`src/rtl/pfengine_sched.sv`:
```
// pfengine_sched
// Prefetch dispatch scheduler. Accepts one multi-line prefetch op at a time
// from the prefetch generator and expands it into sequential line requests.
// Each line goes to pipe 0 or pipe 1 according to its address bit 0, and up
// to two lines are issued per cycle. Saturating issue and drop statistics are
// also kept.
//
// Ports
//   clk, reset (async, active-low)
//   pfgtopfe_op_*          op input: valid, retry (out), line, count, l2
//   pftodc_req{0,1}_*      DC request pipes: valid (out), retry (in), line (out)
//   pftol2_req{0,1}_*      L2 request pipes: valid (out), retry (in), line (out)
//   pf_issued_dc/l2        saturating count of lines transferred per target
//   pf_dropped             saturating count of ops accepted with count 0
module pfengine_sched #(
   parameter int LINE_W = 38,
   parameter int STAT_W = 16
) (
   input  logic              clk,
   input  logic              reset,
   input  logic              pfgtopfe_op_valid,
   output logic              pfgtopfe_op_retry,
   input  logic [LINE_W-1:0] pfgtopfe_op_line,
   input  logic [2:0]        pfgtopfe_op_count,
   input  logic              pfgtopfe_op_l2,
   output logic              pftodc_req0_valid,
   input  logic              pftodc_req0_retry,
   output logic [LINE_W-1:0] pftodc_req0_line,
   output logic              pftodc_req1_valid,
   input  logic              pftodc_req1_retry,
   output logic [LINE_W-1:0] pftodc_req1_line,
   output logic              pftol2_req0_valid,
   input  logic              pftol2_req0_retry,
   output logic [LINE_W-1:0] pftol2_req0_line,
   output logic              pftol2_req1_valid,
   input  logic              pftol2_req1_retry,
   output logic [LINE_W-1:0] pftol2_req1_line,
   output logic [STAT_W-1:0] pf_issued_dc,
   output logic [STAT_W-1:0] pf_issued_l2,
   output logic [STAT_W-1:0] pf_dropped
);

   typedef enum logic {
      ST_IDLE  = 1'b0,
      ST_ISSUE = 1'b1
   } state_t;

   state_t            r_state;
   state_t            w_stateNext;
   logic [LINE_W-1:0] r_cur;
   logic [LINE_W-1:0] w_curNext;
   logic [2:0]        r_rem;
   logic [2:0]        w_remNext;
   logic              r_tgt;
   logic              w_tgtNext;
   logic              r_nxtDone;
   logic              w_nxtDoneNext;

   logic [STAT_W-1:0] r_issuedDc;
   logic [STAT_W-1:0] r_issuedL2;
   logic [STAT_W-1:0] r_dropped;

   logic [LINE_W-1:0] w_nxtLine;
   logic              w_presCur;
   logic              w_presNxt;
   logic [1:0]        w_pipeValid;
   logic [1:0]        w_pipeRetry;
   logic [1:0]        w_pipeXfer;
   logic [LINE_W-1:0] w_pipeLine0;
   logic [LINE_W-1:0] w_pipeLine1;
   logic              w_curXfer;
   logic              w_nxtXfer;
   logic [1:0]        w_xferCount;
   logic [1:0]        w_dcAdd;
   logic [1:0]        w_l2Add;
   logic              w_accept;
   logic              w_dropNow;

   // Saturating add of a 0..2 increment; the extra top bit of the sum
   // catches the overflow past the all-ones ceiling.
   function automatic logic [STAT_W-1:0] satAdd(input logic [STAT_W-1:0] a,
                                                input logic [1:0]        n);
      logic [STAT_W:0] s;
      s = {1'b0, a} + {{(STAT_W-1){1'b0}}, n};
      return s[STAT_W] ? {STAT_W{1'b1}} : s[STAT_W-1:0];
   endfunction

   // Request decode works only from registered state so that no retry input
   // can reach a valid or line output. The line at cur always sits on pipe
   // cur[0]; its successor (if presented) sits on the opposite pipe. Which
   // family is driven is chosen by the latched target, while the retry that
   // matters for each pipe comes from that same family.
   always_comb begin
      w_nxtLine      = r_cur + LINE_W'(1);
      w_presCur      = (r_state == ST_ISSUE);
      w_presNxt      = w_presCur && (r_rem >= 3'd2) && !r_nxtDone;
      w_pipeValid[0] = r_cur[0] ? w_presNxt : w_presCur;
      w_pipeValid[1] = r_cur[0] ? w_presCur : w_presNxt;
      w_pipeLine0    = r_cur[0] ? w_nxtLine : r_cur;
      w_pipeLine1    = r_cur[0] ? r_cur : w_nxtLine;
      w_pipeRetry[0] = r_tgt ? pftol2_req0_retry : pftodc_req0_retry;
      w_pipeRetry[1] = r_tgt ? pftol2_req1_retry : pftodc_req1_retry;
      w_pipeXfer     = w_pipeValid & ~w_pipeRetry;
      w_curXfer      = r_cur[0] ? w_pipeXfer[1] : w_pipeXfer[0];
      w_nxtXfer      = r_cur[0] ? w_pipeXfer[0] : w_pipeXfer[1];
      w_xferCount    = {1'b0, w_curXfer} + {1'b0, w_nxtXfer};
      w_dcAdd        = r_tgt ? 2'd0 : w_xferCount;
      w_l2Add        = r_tgt ? w_xferCount : 2'd0;
      w_accept       = (r_state == ST_IDLE) && pfgtopfe_op_valid && (pfgtopfe_op_count != 3'd0);
      w_dropNow      = (r_state == ST_IDLE) && pfgtopfe_op_valid && (pfgtopfe_op_count == 3'd0);

      pfgtopfe_op_retry = (r_state == ST_ISSUE);
      pftodc_req0_valid = w_pipeValid[0] && !r_tgt;
      pftodc_req1_valid = w_pipeValid[1] && !r_tgt;
      pftol2_req0_valid = w_pipeValid[0] && r_tgt;
      pftol2_req1_valid = w_pipeValid[1] && r_tgt;
      pftodc_req0_line  = w_pipeLine0;
      pftodc_req1_line  = w_pipeLine1;
      pftol2_req0_line  = w_pipeLine0;
      pftol2_req1_line  = w_pipeLine1;
      pf_issued_dc      = r_issuedDc;
      pf_issued_l2      = r_issuedL2;
      pf_dropped        = r_dropped;
   end

   // Next-state logic. When only cur goes through, the retried successor
   // becomes the new cur, and since cur+1 has the opposite bit 0 it lands on
   // the very pipe it was already on, keeping it valid and stable. When only
   // the successor goes through, nxt_done remembers it so it is not offered
   // again, and the pair retires together once cur finally transfers.
   always_comb begin
      w_stateNext   = r_state;
      w_curNext     = r_cur;
      w_remNext     = r_rem;
      w_tgtNext     = r_tgt;
      w_nxtDoneNext = r_nxtDone;
      case (r_state)
         ST_IDLE: begin
            if (w_accept) begin
               w_curNext     = pfgtopfe_op_line;
               w_remNext     = pfgtopfe_op_count;
               w_tgtNext     = pfgtopfe_op_l2;
               w_nxtDoneNext = 1'b0;
               w_stateNext   = ST_ISSUE;
            end
         end
         ST_ISSUE: begin
            if (w_curXfer && (w_nxtXfer || r_nxtDone)) begin
               w_curNext     = r_cur + LINE_W'(2);
               w_remNext     = r_rem - 3'd2;
               w_nxtDoneNext = 1'b0;
            end else if (w_curXfer) begin
               w_curNext = w_nxtLine;
               w_remNext = r_rem - 3'd1;
            end else if (w_nxtXfer) begin
               w_nxtDoneNext = 1'b1;
            end
            if (w_remNext == 3'd0) begin
               w_stateNext = ST_IDLE;
            end
         end
         default: w_stateNext = ST_IDLE;
      endcase
   end

   // State and statistics registers. Reset discards any in-flight op.
   always_ff @(posedge clk or negedge reset) begin
      if (!reset) begin
         r_state    <= ST_IDLE;
         r_cur      <= '0;
         r_rem      <= '0;
         r_tgt      <= 1'b0;
         r_nxtDone  <= 1'b0;
         r_issuedDc <= '0;
         r_issuedL2 <= '0;
         r_dropped  <= '0;
      end else begin
         r_state    <= w_stateNext;
         r_cur      <= w_curNext;
         r_rem      <= w_remNext;
         r_tgt      <= w_tgtNext;
         r_nxtDone  <= w_nxtDoneNext;
         r_issuedDc <= satAdd(r_issuedDc, w_dcAdd);
         r_issuedL2 <= satAdd(r_issuedL2, w_l2Add);
         r_dropped  <= satAdd(r_dropped, {1'b0, w_dropNow});
      end
   end

endmodule

```
`config.mk`:
```
export PLATFORM = sky130hd
export DESIGN_NAME = pfengine_sched
export DESIGN_NICKNAME = d
export VERILOG_FILES = /design/src/rtl/pfengine_sched.sv
export SDC_FILE = /design/constraint.sdc
export NUM_CORES = 1
export LEC_CHECK = 0
export ABC_AREA = 1
export CORE_MARGIN = 3
export CORE_UTILIZATION = 25
export CTS_CLUSTER_DIAMETER = 60
export DETAILED_ROUTE_END_ITERATION = 6
export GPL_TIMING_DRIVEN = 1
export RECOVER_POWER = 50
export SLEW_MARGIN = 20
export SYNTH_ARGS = -nofsm -noshare
export SYNTH_HDL_FRONTEND = slang
export SYNTH_SLANG_ARGS = --single-unit
```
`constraint.sdc`:
```
create_clock -name clk -period 3.3 [get_ports clk]
set_input_delay 0.495 -clock clk [delete_from_list [all_inputs] [get_ports clk]]
set_output_delay 0.495 -clock clk [all_outputs]
set_load 0.02 [all_outputs]
```
==> Word level (Yosys, flattened, before mapping) <==
Index checks and enable logic that the tools add are counted.
{ "classes": {"add_sub_neg": 8, "order_cmp": 1, "n_eq_ne": 4, "muxes": 30, "bitwise_logic": 3, "reduce_logical": 19} }
{ "ops": {"columns": ["operator", "n"], "rows": [
  ["$mux 38", 5],
  ["$pmux 38 s2", 1],
  ["$mux 16", 3],
  ["$add 38x1->38 const B", 1],
  ["$add 38x2->38 const B", 1],
  ["$add 16x2->17", 2],
  ["$add 16x1->17", 1],
  ["$mux 1", 12],
  ["$mux 3", 4],
  ["$logic_and 1x1->1", 10],
  ["$logic_not 3->1", 2],
  ["$ne 3x1->1 const B", 2],
  ["$pmux 3 s2", 1],
  ["$mux 2", 2],
  ["$pmux 1 s2", 2],
  ["$reduce_and 2->1", 2],
  ["$ge 3x2->1 const B", 1],
  ["$ne 3x2->1 const B", 1],
  ["$reduce_and 3->1", 1],
  ["$reduce_bool 3->1", 1],
  ["$sub 3x1->3 const B", 1],
  ["$sub 3x2->3 const B", 1],
  ["$add 1x1->2", 1],
  ["$and 2x2->2", 1],
  ["other kinds (5)", 6]
]} }
{ "totals": {"register_bits": 92} }

==> Depth between registers and ports, before layout <==
Gate-level depths: netlist of the first run.
{ "depth": {"word_depth": 13, "mapped_depth": 24} }

==> Worst setup path after synthesis of the first run <==
No wires, ideal clock.
{ "synth_timing": {"kind": "register to register", "start": "register r_state (netlist: pfgtopfe_op_retry)", "end": "register r_issuedDc[13] (netlist: pf_issued_dc[13])", "setup_time_ns": 0.087, "arrival_time_ns": 2.835, "required_time_ns": 3.213, "setup_slack_ns": 0.378, "stages_incl_launch_ff": 21, "path_buffers": 0, "synth_period_minus_slack_ns": 2.922, "cell_sequence": "dfrtp_1 > inv_2 > nor2_1 > nand2_1 > nand2_1 > nand2_1 > nand2_1 > nand2_1 > nor2_1 > ha_1 > inv_1 > fa_1 > nor2_1 > nand3_1 > nor3_1 > nand2_1 > inv_1 > nand2_1 > nor2_1 > nand2_1 > o211ai_1"} }
{ "synth_between": {"elab_chain_len": 9, "elab_cells_between_ends": 11} }
{ "synth_rtl": {"columns": ["element", "line_no", "rtl"], "rows": [
  ["start: declaration", "48", "state_t r_state;"],
  ["start signal: assignment", "178", "r_state <= w_stateNext;"],
  ["$logic_and 1x1->1 (2 in series)", "96", "w_presNxt = w_presCur && (r_rem >= 3'd2) && !r_nxtDone;"],
  ["$mux 1 (on tied branches)", "97, 98", null],
  ["$and 2x2->2 *", "103", "w_pipeXfer = w_pipeValid & ~w_pipeRetry;"],
  ["$mux 1 (on tied branches)", "104, 105", null],
  ["$add 1x1->2 *", "106", "w_xferCount = {1'b0, w_curXfer} + {1'b0, w_nxtXfer};"],
  ["$mux 2 *", "107", "w_dcAdd = r_tgt ? 2'd0 : w_xferCount;"],
  ["$add 16x2->17 *", "84", "s = {1'b0, a} + {{(STAT_W-1){1'b0}}, n};"],
  ["$mux 16 *", "85", "return s[STAT_W] ? {STAT_W{1'b1}} : s[STAT_W-1:0];"],
  ["end signal: assignment", "183", "r_issuedDc <= satAdd(r_issuedDc, w_dcAdd);"],
  ["end: declaration", "59", "logic [STAT_W-1:0] r_issuedDc;"]
]} }
Mark *: on every way between the ends. The rest lies on a longest branch, timed or not.
A chain may end at the register's enable or synchronous reset.

==> Worst setup path after layout of the first run <==
{ "layout_timing": {"start": "register r_cur[2]", "end": "output pftodc_req0_line[15]"} }
{ "layout_between": {"elab_chain_len": 2} }
{ "layout_rtl": {"columns": ["element", "line_no", "rtl"], "rows": [
  ["start: declaration", "50", "logic [LINE_W-1:0] r_cur;"],
  ["start signal: assignment", "179", "r_cur <= w_curNext;"],
  ["$add 38x1->38", "94", "w_nxtLine = r_cur + LINE_W'(1);"],
  ["$mux 38", "99", "w_pipeLine0 = r_cur[0] ? w_nxtLine : r_cur;"],
  ["end: declaration", "28", "output logic [LINE_W-1:0] pftodc_req0_line,"]
]} }
No other way between the ends.

==> results.cfg, run 1 <==
[yosys]
postSynthRegisterBits = 92
ys_top_cells_by_count = sky130_fd_sc_hd__nand2_1, sky130_fd_sc_hd__inv_1, sky130_fd_sc_hd__nor2_1
synth_top_flop_cell = sky130_fd_sc_hd__dfrtp_1
yosysTopAreaCellShare_pct = 28.5
synth.cell_area_um2 = 8070
number_of_enable_type_register_cells_in_the_synthesized_netlist = 0
synth_cell_type_count = 37
synth.most_common_cell = sky130_fd_sc_hd__nand2_1
post-synth-top-area-cell = sky130_fd_sc_hd__dfrtp_1
synth_warnings = 0
yosysSeqAreaShare_pct = 28.5
netlist_top_cells_area = sky130_fd_sc_hd__dfrtp_1, sky130_fd_sc_hd__nand2_1, sky130_fd_sc_hd__buf_4
synth_area_per_cell_um2 = 6.23
synthCells = 1296
synth-async-reset-ratio_pct = 100

[power]
power.share.sequential_pct = 16.7
switching_share_pct = 54.8
p_int_w = 0.00548
pwr-share-clk_pct = 9.2
total_leakage_power_nw = 5.78
vdd_ir_drop_max_uv = 482
pwr_density_cell_nw_per_um2 = 1090
comb_power_share_pct = 74.1
p_sw_w = 0.00663

[route]
detailed_route_drc_error_count = 0
detailedRoute.firstIterationViolations = 589
drt_wl_total_um = 29000
antenna_left = 0
num_vias = 8687
drt_pass_1_iters = 6
post_drt_via_cell_ratio = 4.62
wl_per_cell_um = 15.4

[grt]
grt_first_pass_wirelength_um = 45000
global_route.usage.total_pct = 16.6
grt_max_degree = 49
grt_pass1_vias = 8146
antenna_found_initial = 2
remaining_global_route_overflow = 0

[cts]
ctsLongestPathBuffers = 2
tritoncts = built
cts_htree_levels = 3
root_buffer = sky130_fd_sc_hd__clkbuf_16
clk-insertion-delay-late_ns = 0.36
holdBufCountCts = 0
cts_sinks = 92
cts_buffers = 9
clock_slew_at_reported_path_ffs_ns = 0.08

[worst_setup_path]
critPathMaxFanout = 7
reg2reg_from = r_rem[0]
critPathCaptureType = primary output
reg2reg_setup_slack_ns = 0.27
ff2ff_path_depth = 25
required_ns = 2.80
crit_path_start_kind = register
worstSetupPathType = reg2out
timing.critical_path.arrival_ns = 2.68
regToRegEndpoint = pf_issued_l2[15]

[floorplanning]
io-pin-count = 254
rows = 65
start_util_pct = 25.4
die_area_um2 = 34500
dieHeight_um = 186
floorplan.core_area_um2 = 31700
dieWidth_um = 186

[sta]
final.period_utilization_pct = 96.3
setup_viol = 0
timing_max_transition_violations_final = 0
finClkSkew_ns = 0.0114
setup-tns-final_ns = 0
max_slew_margin_pct = 6.65
maxClockFrequency_ghz = 0.315
worst_pin_slew_ns = 1.40
period_needed_ns = 3.18
timing_hold_violations_final = 0

[job]
total_of_max_cap_violations = 0

[place]
gp_congestion = 0.909
hpwl_um = 22600
placed_cell_area_um2 = 10600
io_buffer_count = 249

[finish]
synthToLayoutAreaGrowth_pct = 37.8
fin_nets = 1537
final_area_um2 = 11100
fraction_of_layout_instances_using_a_drive_strength_above_1_pct = 8.86

[run_status]
outcome = completed

[min_path]
worst_hold_path_type = in2async
## worst max-delay path by stage
stage / endpoint / cells after the start / startpoint / slack [ns]
after floorplan: pf_issued_dc[13] / 20 / pfgtopfe_op_retry / 0.38
after global placement: pf_issued_dc[13] / 19 / pftodc_req0_retry / -0.23
after detailed placement: pf_issued_dc[13] / 19 / pftodc_req0_retry / -0.27
after CTS: pftol2_req0_line[14] / 10 / r_cur[0] / 0.005
after global routing: pf_issued_dc[13] / 23 / r_rem[0] / -0.02
final: pftodc_req0_line[15] / 9 / r_cur[2] / 0.12
## kinds of logic (layout without fill, tap and decap cells)
family | count (synthesis) | in the layout | share of synthesized area, %
xor gates and xnor gates | 62 | 62 | 6.73
buffers and inverters | 298 | 479 | 18.0
DFF | 92 | 92 | 28.5
adders and majority gates | 14 | 14 | 2.36
AOI/OAI and AO/OA | 114 | 114 | 7.35
and+or+nand+nor | 714 | 714 | 36.9
other | 2 | 5 | 0.0931
## layer usage
metal / GRT usage [%] / up-vias / wire (um)
met2: 27.7 / 322 / 13500
met3: 3.91 / 24 / 2280
met5: 0 / - / 32
met4: 3.13 / 4 / 303
li1: - / 4279 / -
met1: 22.0 / 4058 / 12800
## cell type report
| type | instances | area (um2) |
|---|---|---|
| fill | 3430 | 20600 |
| multi-input combinational | 908 | 4480 |
| timing repair buffer | 305 | 2940 |
| sequential | 92 | 2310 |
| inverter | 158 | 593 |
| tap | 402 | 503 |
| clock buffer | 9 | 225 |
| clock inverter | 7 | 77.6 |
| antenna | 1 | 2.50 |
## worst max-delay path: stages, from the launching register on
cell and delay, ns:
sky130_fd_sc_hd__dfrtp_2 0.45, sky130_fd_sc_hd__ha_1 0.23, sky130_fd_sc_hd__buf_4 0.17, sky130_fd_sc_hd__nand2_1 0.08
sky130_fd_sc_hd__inv_1 0.15, sky130_fd_sc_hd__nand2_1 0.12, sky130_fd_sc_hd__nor2_2 0.24, sky130_fd_sc_hd__xor2_2 0.24
sky130_fd_sc_hd__inv_1 0.08, sky130_fd_sc_hd__clkdlybuf4s50_1 0.55
## metrics by stage
step	setup slack (ns)	total power (W)	hold slack, ns	utilization [%]	instances
3_5_place_dp	-0.269	0.0113	0.536	33.4	1859
6_report	0.123	0.0121	0.410	35.1	1882
4_1_cts	0.00521	0.0123	0.187	34.4	1876
3_3_place_gp	-0.235	0.0112	0.521	33.4	1859
2_1_floorplan	0.378	0.00804	0.199	-	1298
5_1_grt	-0.0199	0.0131	0.504	35.1	1881
## state kept, by name, summed over array words and instances (netlist names)
register	cells
r_rem	3
pf_issued_dc	16
pf_dropped	16
pfgtopfe_op_retry	1
r_cur	38
pf_issued_l2	16
r_nxtDone	1
r_tgt	1
## what timing repair did
| action | in CTS | in global routing |
|---|---|---|
| resized for setup | 60 | 67 |
| endpoints found under the setup margin | 66 | 93 |
| pin swaps | 1 | 6 |
| buffers inserted | 1 | 5 |
## power by group through the flow
stage               clock network, W  logic (W)  registers [W]
floorplan                          0    0.00606        0.00198
global placement                   0    0.00918        0.00204
detailed placement                 0    0.00930        0.00204
CTS                          0.00113    0.00913        0.00203
global route                 0.00117    0.00987        0.00209
finish                       0.00111    0.00897        0.00203
## placed cells by master, fill, tap and decap left out, drive strengths merged
master         instances
nor2                 150
o21ai                 69
clkdlybuf4s50         89
diode                  1
dlymetal6s2s          35
a31oi                  1
or3                    1
nand3b                12
inv                  162
clkinvlp               1
dfrtp                 92
a21o                   1
clkbuf                14
fa                     2
conb                   4
clkinv                 2
o211ai                 4
dlygate4sd3           84
nor3                   8
or2                   10
nand4                 21
a21oi                 37
buf                   52
o21a                   1
xnor2                 15
xor2                  47
ha                    12
a21boi                 1
nand2                395
and2                   1
dlygate4sd2           40
nor3b                  1
nand3                115
Note: power is estimated with default switching activity, not from simulation.
==> run 2: changes to the inputs <==
CORE_UTILIZATION = 48   (was 25)
PLACE_DENSITY = 0.82   (was unset)
==> run 2 against run 1 <==
Effect of this change: the flow now finishes with violations (max-capacitance violations, max-slew violations); final cell count fell by 10%; clock power shrank 6%; sequential cell count did not move; clock skew decreased by 0.0056 ns; largest power group unchanged.
==> results.cfg, run 2 (synthesis gave the netlist of run 1 again) <==
[finish]
fraction_of_layout_instances_using_a_drive_strength_above_1_pct = 8.55
fin_nets = 1531
layout.filler_cells = 1447
max_flop_register = r_cur
largest_reg_flops = 38
multi_input_area_um2 = 4440
layout.cells.most_common = sky130_fd_sc_hd__nand2_1
layout.cells.most_common_list = sky130_fd_sc_hd__nand2_1, sky130_fd_sc_hd__clkdlybuf4s50_1, sky130_fd_sc_hd__inv_1, sky130_fd_sc_hd__nor2_1, sky130_fd_sc_hd__nand3_1
final-seq-area_um2 = 2310
synthToLayoutAreaGrowth_pct = 33.3
antenna_cells_inserted = 0
finalCoreUtilization_pct = 66.5

[floorplanning]
floorplan.core_area_um2 = 16200
rows = 46
dieWidth_um = 136
io-pin-count = 254
dieHeight_um = 136
start_util_pct = 49.9
die_area_um2 = 18400

[min_path]
worst_hold_path_type = reg2reg

[sta]
max_slew_margin_pct = -23.7
maxClockFrequency_ghz = 0.312
timing_hold_violations_final = 0
final.period_utilization_pct = 97.1
setup_viol = 0
timing_max_transition_violations_final = 34
finalWorstSetupSlack_ns = 0.0963
period_needed_ns = 3.20
setup-tns-final_ns = 0
finClkSkew_ns = 0.00578
setup_repair_after_global_routing_missed_its_margin = true
worst_pin_slew_ns = 1.86

[cts]
tritoncts = built
clk-insertion-delay-late_ns = 0.35
cts_sinks = 92
cts_buffers = 9
ctsLongestPathBuffers = 2
clock_slew_at_reported_path_ffs_ns = 0.07
holdBufCountCts = 0
root_buffer = sky130_fd_sc_hd__clkbuf_16
cts_htree_levels = 3

[power]
vdd_ir_drop_max_uv = 649
pwr_density_cell_nw_per_um2 = 1120
total_leakage_power_nw = 5.51

[route]
post_drt_via_cell_ratio = 5.25
detailedRoute.firstIterationViolations = 642
drt_pass_1_iters = 5
detailed_route_drc_error_count = 0
drt_wl_total_um = 25600
num_vias = 8873
antenna_left = 0
wl_per_cell_um = 15.1

[worst_setup_path]
worstSetupPathDepth = 7
regToRegEndpoint = pf_issued_l2[15]
required_ns = 2.80
worstSetupPathType = reg2out
reg2reg_from = r_rem[1]
critPathCaptureType = primary output
worst_path_cell_with_the_longest_stage_delay = sky130_fd_sc_hd__clkdlybuf4s50_1
crit_path_start = r_cur[5]
reg2reg_setup_slack_ns = 0.22
cpPeakStageDelay_ns = 0.67
crit_path_end = pftol2_req0_line[17]
worstPathBufferInverterCount = 1
crit_path_start_kind = register
critical_path.top_delay_family = simple AND/OR/NAND/NOR gates
crit_chain = nand2_1 > nor2_1 > nand2_1 > nor2_4 > nand2_1 > xor2_1 > clkdlybuf4s50_1
critical_path.most_common_cell = sky130_fd_sc_hd__nand2_1
timing.critical_path.arrival_ns = 2.71
ff2ff_path_depth = 24
critPathMaxFanout = 7

[job]
total_of_max_cap_violations = 1

[grt]
global_route.usage.total_pct = 27.3
grt_max_degree = 54
grtUsageMet3_pct = 4.64
antenna_found_initial = 0
grt.met1_usage_pct = 33.2
grt_pass1_vias = 8378
grt_first_pass_wirelength_um = 40400
remaining_global_route_overflow = 0
global_route.peak_usage_layer = met2
global_route.usage.met2_pct = 47.5

[run_status]
violations = max-capacitance violations, max-slew violations
outcome = complete, but fails checks

[place]
hpwl_um = 19600
gp_congestion = 0.942
preCtsSetupSlack_ns = -0.284
io_buffer_count = 249
==> run 2: where the power goes <==
group / total [W] / internal (W) / switching [W]
Sequential: 0.00211 / 0.00152 / 0.000594
Clock: 0.00104 / 0.000542 / 0.000493
Combinational: 0.00885 / 0.00349 / 0.00536
==> run 2: worst min path at each step <==
stage                    from       endpoint  slack [ns]  cells past startpoint
global placement        reset       r_cur[1]        0.47                      1
CTS                     reset       r_cur[1]        0.09                      1
global route        r_nxtDone      r_nxtDone        0.57                      2
finish              r_nxtDone      r_nxtDone        0.54                      2
floorplan               reset  pf_dropped[0]        0.20                      0
detailed placement      reset       r_cur[1]        0.47                      1
==> run 2: per-layer routing <==
layer | vias up | part of all wire, %
li1 | 4278 | -
met1 | 4082 | 39
met2 | 440 | 49
met3 | 73 | 8.6
met4 | 0 | 3.4
met5 | - | 0
==> run 2: stage by stage <==
| stage | instances | hold WS (ns) | power [W] | cell area [um2] |
|---|---|---|---|---|
| after floorplan | 1298 | 0.199 | 0.00804 | 8080 |
| after global placement | 1665 | 0.470 | 0.0109 | 10300 |
| after detailed placement | 1665 | 0.467 | 0.0111 | 10300 |
| after CTS | 1681 | 0.0917 | 0.0119 | 10600 |
| after global routing | 1689 | 0.573 | 0.0129 | 10800 |
| final | 1689 | 0.542 | 0.0120 | 10800 |
==> run 2: layout make-up <==
type | count | area share, %
Multi-Input combinational cell | 908 | 41.3
Tap cell | 216 | 2.51
Clock inverter | 5 | 0.396
Timing Repair Buffer | 299 | 26.5
Inverter | 158 | 5.51
Sequential cell | 92 | 21.5
Clock buffer | 11 | 2.26
==> run 2: tightest hold or removal path, stage by stage (launching register included) <==
cell	delay, ns
sky130_fd_sc_hd__dfrtp_1	0.37
sky130_fd_sc_hd__nand3_1	0.07
sky130_fd_sc_hd__o21ai_0	0.06
==> run 2: what timing repair did <==
item,in CTS,in global routing
buffers inserted,0,8
hold endpoints to repair,0,0
resized for setup,46,64
pin swaps,0,5
setup endpoints to repair,48,92
